`src/rtl/ysyx_22040750_intr_arbiter.sv`:
```
// ysyx_22040750_intr_arbiter
// M-mode interrupt arbiter: registers MSIP/MTIP/MEIP and masks them with mie/mstatus.MIE.
// It also masks them with CSR writes and traps still in flight in the younger pipeline stages.
// It raises one prioritised request (MEI > MSI > MTI) to ID over a req/ack handshake.
// After each accepted request it holds off for HOLDOFF cycles.
module ysyx_22040750_intr_arbiter #(
    parameter int NSTAGE  = 3,
    parameter int XLEN    = 64,
    parameter int HOLDOFF = 4,
    parameter int CNT_W   = 32
) (
    input  logic                     I_sys_clk,
    input  logic                     I_rst,
    input  logic                     I_irq_msip,
    input  logic                     I_irq_mtip,
    input  logic                     I_irq_meip,
    input  logic                     I_csr_mstatus_mie,
    input  logic [XLEN-1:0]          I_csr_mie,
    input  logic [NSTAGE-1:0]        I_stage_trap,
    input  logic [NSTAGE-1:0]        I_stage_csr_wen,
    input  logic [12*NSTAGE-1:0]     I_stage_csr_addr,
    input  logic [XLEN*NSTAGE-1:0]   I_stage_csr_data,
    input  logic                     I_intr_ack,
    output logic                     O_intr_req,
    output logic [XLEN-1:0]          O_intr_cause,
    output logic [XLEN-1:0]          O_mip,
    output logic [CNT_W-1:0]         O_intr_cnt
);

    localparam int HOLD_W = (HOLDOFF > 1) ? $clog2(HOLDOFF) : 1;
    localparam logic [11:0] CSR_MSTATUS = 12'h300;
    localparam logic [11:0] CSR_MIE     = 12'h304;

    typedef enum logic [1:0] {
        ST_IDLE  = 2'd0,
        ST_REQ   = 2'd1,
        ST_DRAIN = 2'd2
    } state_e;

    // Source vectors are ordered {MEI, MTI, MSI}, i.e. mip bits {11, 7, 3}.
    state_e              state_q, state_d;
    logic [2:0]          pend_q;
    logic [2:0]          sel_q, sel_d;
    logic [XLEN-1:0]     cause_q, cause_d;
    logic [HOLD_W-1:0]   hold_q, hold_d;
    logic [CNT_W-1:0]    cnt_q, cnt_d;

    logic                kill_all_s;
    logic [2:0]          kill_src_s;
    logic [2:0]          mie_s;
    logic [2:0]          elig_s;
    logic                req_s;
    logic                unused_s;

    // Build an mcause value: interrupt flag in the MSB, exception code in the low bits.
    function automatic logic [XLEN-1:0] cause_of(input logic [3:0] code);
        logic [XLEN-1:0] c;
        c          = '0;
        c[XLEN-1]  = 1'b1;
        c[3:0]     = code;
        return c;
    endfunction

    // Only mie bits 3/7/11 and data bits 3/7/11 matter; the rest are intentionally ignored.
    assign unused_s = ^{I_csr_mie, I_stage_csr_data};

    assign mie_s = {I_csr_mie[11], I_csr_mie[7], I_csr_mie[3]};

    // Decode in-flight CSR writes and traps that must suppress interrupts.
    // A trap or an mstatus write that clears MIE suppresses every source.
    // An mie write suppresses each source whose enable bit it clears.
    always_comb begin
        kill_all_s = 1'b0;
        kill_src_s = 3'b000;
        for (int i = 0; i < NSTAGE; i++) begin
            kill_all_s = kill_all_s | I_stage_trap[i]
                       | (I_stage_csr_wen[i]
                          & (I_stage_csr_addr[12*i +: 12] == CSR_MSTATUS)
                          & ~I_stage_csr_data[XLEN*i + 3]);
            kill_src_s[0] = kill_src_s[0]
                          | (I_stage_csr_wen[i] & (I_stage_csr_addr[12*i +: 12] == CSR_MIE)
                             & ~I_stage_csr_data[XLEN*i + 3]);
            kill_src_s[1] = kill_src_s[1]
                          | (I_stage_csr_wen[i] & (I_stage_csr_addr[12*i +: 12] == CSR_MIE)
                             & ~I_stage_csr_data[XLEN*i + 7]);
            kill_src_s[2] = kill_src_s[2]
                          | (I_stage_csr_wen[i] & (I_stage_csr_addr[12*i +: 12] == CSR_MIE)
                             & ~I_stage_csr_data[XLEN*i + 11]);
        end
    end

    assign elig_s = pend_q & mie_s & {3{I_csr_mstatus_mie}} & ~kill_src_s & {3{~kill_all_s}};

    // Next-state and request logic for the IDLE / REQ / DRAIN handshake.
    always_comb begin
        state_d = state_q;
        sel_d   = sel_q;
        cause_d = cause_q;
        hold_d  = hold_q;
        cnt_d   = cnt_q;
        req_s   = 1'b0;
        case (state_q)
            ST_IDLE: begin
                if (elig_s[2]) begin
                    state_d = ST_REQ;
                    sel_d   = 3'b100;
                    cause_d = cause_of(4'd11);
                end else if (elig_s[0]) begin
                    state_d = ST_REQ;
                    sel_d   = 3'b001;
                    cause_d = cause_of(4'd3);
                end else if (elig_s[1]) begin
                    state_d = ST_REQ;
                    sel_d   = 3'b010;
                    cause_d = cause_of(4'd7);
                end else begin
                    state_d = ST_IDLE;
                end
            end
            ST_REQ: begin
                // The cause is frozen; a killed request drops low and resumes later.
                req_s = ~kill_all_s & ~(|(kill_src_s & sel_q));
                if (I_intr_ack && req_s) begin
                    state_d = ST_DRAIN;
                    cnt_d   = cnt_q + CNT_W'(1);
                    hold_d  = HOLD_W'(HOLDOFF - 1);
                end else if (!(|(pend_q & sel_q)) || !(|(mie_s & sel_q)) || !I_csr_mstatus_mie) begin
                    state_d = ST_IDLE;
                end else begin
                    state_d = ST_REQ;
                end
            end
            ST_DRAIN: begin
                if (hold_q == '0) begin
                    state_d = ST_IDLE;
                end else begin
                    hold_d = hold_q - HOLD_W'(1);
                end
            end
            default: begin
                state_d = ST_IDLE;
            end
        endcase
    end

    // State, pending sample, frozen cause, hold-off and accept counter registers.
    always_ff @(posedge I_sys_clk or posedge I_rst) begin
        if (I_rst) begin
            state_q <= ST_IDLE;
            pend_q  <= 3'b000;
            sel_q   <= 3'b000;
            cause_q <= '0;
            hold_q  <= '0;
            cnt_q   <= '0;
        end else begin
            state_q <= state_d;
            pend_q  <= {I_irq_meip, I_irq_mtip, I_irq_msip};
            sel_q   <= sel_d;
            cause_q <= cause_d;
            hold_q  <= hold_d;
            cnt_q   <= cnt_d;
        end
    end

    // Expose the registered pending bits at their architectural mip positions.
    always_comb begin
        O_mip     = '0;
        O_mip[3]  = pend_q[0];
        O_mip[7]  = pend_q[1];
        O_mip[11] = pend_q[2];
    end

    assign O_intr_req   = req_s;
    assign O_intr_cause = (state_q == ST_REQ) ? cause_q : '0;
    assign O_intr_cnt   = cnt_q;

endmodule

```
`config.mk`:
```
export PLATFORM = sky130hd
export DESIGN_NAME = ysyx_22040750_intr_arbiter
export DESIGN_NICKNAME = d
export VERILOG_FILES = /design/src/rtl/ysyx_22040750_intr_arbiter.sv
export SDC_FILE = /design/constraint.sdc
export NUM_CORES = 1
export LEC_CHECK = 0
export CAP_MARGIN = 20
export CORE_AREA = 2 2 183 185
export CTS_CLUSTER_DIAMETER = 40
export DETAILED_ROUTE_END_ITERATION = 8
export DIE_AREA = 0 0 185 187
export SLEW_MARGIN = 40
export SYNTH_ARGS = -nofsm -noshare
export SYNTH_HDL_FRONTEND = slang
export SYNTH_SLANG_ARGS = --single-unit
```
`constraint.sdc`:
```
create_clock -name I_sys_clk -period 2.2 [get_ports I_sys_clk]
set_clock_uncertainty 0.2 [all_clocks]
set_input_delay 0.22 -clock I_sys_clk [delete_from_list [all_inputs] [get_ports I_sys_clk]]
set_output_delay 0.22 -clock I_sys_clk [all_outputs]
set_load 0.1 [all_outputs]
```
==> metrics.yaml <==
status: "completed"
clock-root-buffer: "clkbuf_16"
path_clk_slew_ns: 0.08
p_sw_uw: 1460
areaGrowthSynthToFinish_pct: 49.7
wl_um: 10000
final_cells: 941
grt_max_degree: 17
slew_viol_final: 0
gr-usage-all-layers_pct: 5.55
slowest_delay_ns: 0.43
critPathMaxFanout: 7
clock_sinks: 43
synthTopCellsByCount: "buf_4, dfrtp_1, xnor2_1"
drt_iter0_markers: 89
final_nets: 797
synth_edf_count: 0
syn-cell-area_um2: 3310
synth_top_area_cell: "dfrtp_1"
fmax_mhz: 462
num_io_pins: 466
drt-wirelength-per-cell_um: 10.6
tightest_slew_ns: 0.612
synthDistinctLibCells: 46
cts_buffers: 5
grt_pass1_vias: 2386
fin_area_um2: 4950
ys_async_sr_fraction_pct: 100
cts_buffer_depth: 2
switching_share_pct: 51.3
crit_slowest_cell: "dfrtp_4"
grt_overflow: 0
drv_cap: 0
r2r_start: "O_intr_cnt[8]"
critical_path.top_delay_family: "simple AND/OR/NAND/NOR gates"
num_vias: 2649
peakVddDrop_mv: 0.246
critPathLaunch: "O_intr_cnt[8]"
gp_congestion: 0.737
sequentialPowerShare_pct: 30.1
portBuffers: 101
grt_pass1_wl_um: 14400
crit_buf_inv: 1
antenna_found_initial: 10
drc: 0
crit_path_end_kind: "flip-flop"
ys_seq_area_share_pct: 32.5
min_path_type: "primary input to async pin"
r2r_end: "O_intr_cnt[26]"
tns_ns: 0
synth.most_common_cell: "buf_4"
critPathKind: "flip-flop to flip-flop"
cts_tree: "built"
ctsHtreeMaxLevel: 2
synth_top_area_share_pct: 32.5
setup-violations-final: 0
dp_hpwl_um: 8240
worstPathArrival_ns: 2.19
finalWorstPathRequiredPeriod_ns: 2.17
worstRegToRegCells: 8
p_leak_uw: 0.00228
synth_top_flop_cell: "dfrtp_1"
ys_seq_elements: 43
dr_wl_met3_um: 1530
syn_avg_cell_area_um2: 9.50
insertion_delay_ns: 0.30
highest_layer: "met5"
rsz0062_at_grt: "yes"
place_area_um2: 4640
first_pass_iters: 4
core_area_um2: 32900
reg2reg_slack_ns: 0.03
viasPerCell: 2.82
cp.required_ns: 2.22
finalHoldViolCount: 0
comb_power_share_pct: 41.5
drt-met1-wl_um: 3870
die_w_um: 185
synthTopCellsByArea: "dfrtp_1, buf_4, xnor2_1"
route.met2.wl_um: 4390
dieArea_um2: 34600
slew_headroom_pct: 58.9
cp-start-kind: "flip-flop"
finalCritPeriodShare_pct: 98.4
fp-row-count: 67
start_util_pct: 10.1
synth_cells: 348
yosysWarnings: 0
endpoint: "O_intr_cnt[26]"
placed_cells: 914
critical_path_cell_count: 8
crit_path_cell_trace: "nand4_1, nor3_4, nand4_1, nor3_2, nand3_1, buf_12, nor3_2, xor2_1"
cellPowerDensity_nw_per_um2: 575
p_int_uw: 1390
ant_nets: 0
clkPwrFrac_pct: 28.4
drive_gt1_share_pct: 38.7
die_h_um: 187
repair_timing:
item / CTS / global route
pin swaps: 27 / 20
hold buffers: 0 / 0
hold endpoints to repair: 0 / 0
setup buffers: 12 / 5
resized for setup: 95 / 58
setup endpoints to repair: 34 / 30
cloned: 0 / 1
layer usage:
metal	up-vias	global-route usage, %
met5	-	0
met2	150	8.51
met1	1231	6.35
met3	23	3.89
li1	1229	-
met4	16	0.977
flip-flops by register name, indices dropped and copies added, names as in the netlist:
name	count
hold_q	2
sel_q	2
O_intr_cnt	32
cause_q	2
pend_q	3
state_q	2
final cells by class:
class	count	area, um2
Fill cell	3774	27900
Multi-Input combinational cell	293	1910
Timing Repair Buffer	140	1160
Sequential cell	43	1140
Tap cell	448	561
Clock buffer	5	125
Clock inverter	3	26.3
Inverter	7	26.3
Antenna cell	2	5.00
power groups by stage:
| stage | Sequential (uW) | Clock, uW | Combinational [uW] |
|---|---|---|---|
| after detailed placement | 869 | 0 | 1200 |
| final | 857 | 807 | 1180 |
| after CTS | 855 | 838 | 1180 |
| after global placement | 868 | 0 | 1200 |
| after floorplan | 899 | 0 | 1150 |
| after global routing | 863 | 871 | 1220 |
worst min-delay path by stage:
stage / from / cells past startpoint / slack [ns] / end
after global placement: cause_q[1] / 1 / 0.24 / cause_q[1]
after global routing: I_rst / 2 / 0.08 / O_intr_cnt[9]
after CTS: I_rst / 2 / 0.05 / O_intr_cnt[9]
after detailed placement: cause_q[1] / 1 / 0.25 / cause_q[1]
final: I_rst / 2 / 0.03 / O_intr_cnt[7]
after floorplan: I_irq_msip / 0 / 0.05 / pend_q[0]
cells in the final DEF, fill, tap and decap left out, types with 4 or more instances in the layout:
| cell | count |
|---|---|
| nand4_1 | 14 |
| xnor2_1 | 18 |
| clkdlybuf4s15_1 | 6 |
| nand3_4 | 4 |
| nand2_1 | 16 |
| clkdlybuf4s50_1 | 10 |
| and2_1 | 6 |
| and3_1 | 4 |
| clkbuf_16 | 6 |
| dfrtp_1 | 19 |
| dfrtp_2 | 12 |
| clkbuf_2 | 20 |
| buf_12 | 8 |
| nor2_1 | 11 |
| dfrtp_4 | 12 |
| nand2_4 | 6 |
| nor2b_1 | 4 |
| nand3_1 | 12 |
| a21oi_1 | 4 |
| nand3b_1 | 4 |
| conb_1 | 120 |
| dlygate4sd2_1 | 9 |
| inv_1 | 6 |
| nor3_2 | 4 |
| buf_2 | 11 |
| xor2_1 | 11 |
| buf_4 | 70 |
| nor3_1 | 6 |
through the flow:
stage / power, uW / hold slack [ns] / utilization (%) / setup slack (ns)
CTS: 2880 / 0.0516 / 14.8 / 0.00325
detailed placement: 2070 / 0.246 / 14.1 / -0.441
global placement: 2070 / 0.244 / 14.1 / -0.439
global route: 2960 / 0.0821 / 15.0 / -0.126
floorplan: 2050 / 0.0514 / - / -0.163
finish: 2850 / 0.0316 / 15.1 / 0.0344
cells by family (layout without fill, tap and decap cells):
| logic type | after synthesis | in the layout | synth area share (%) |
|---|---|---|---|
| buffers and inverters | 131 | 155 | 29.2 |
| AND/OR/NAND/NOR | 123 | 123 | 24.8 |
| flip-flops | 43 | 43 | 32.5 |
| XOR/XNOR | 31 | 31 | 8.21 |
| AO/OA/AOI/OAI | 17 | 17 | 4.43 |
| adder cells (fa/ha/maj) | 2 | 2 | 0.757 |
| other | 1 | 122 | 0.113 |
(Power assumes the default switching activity.)
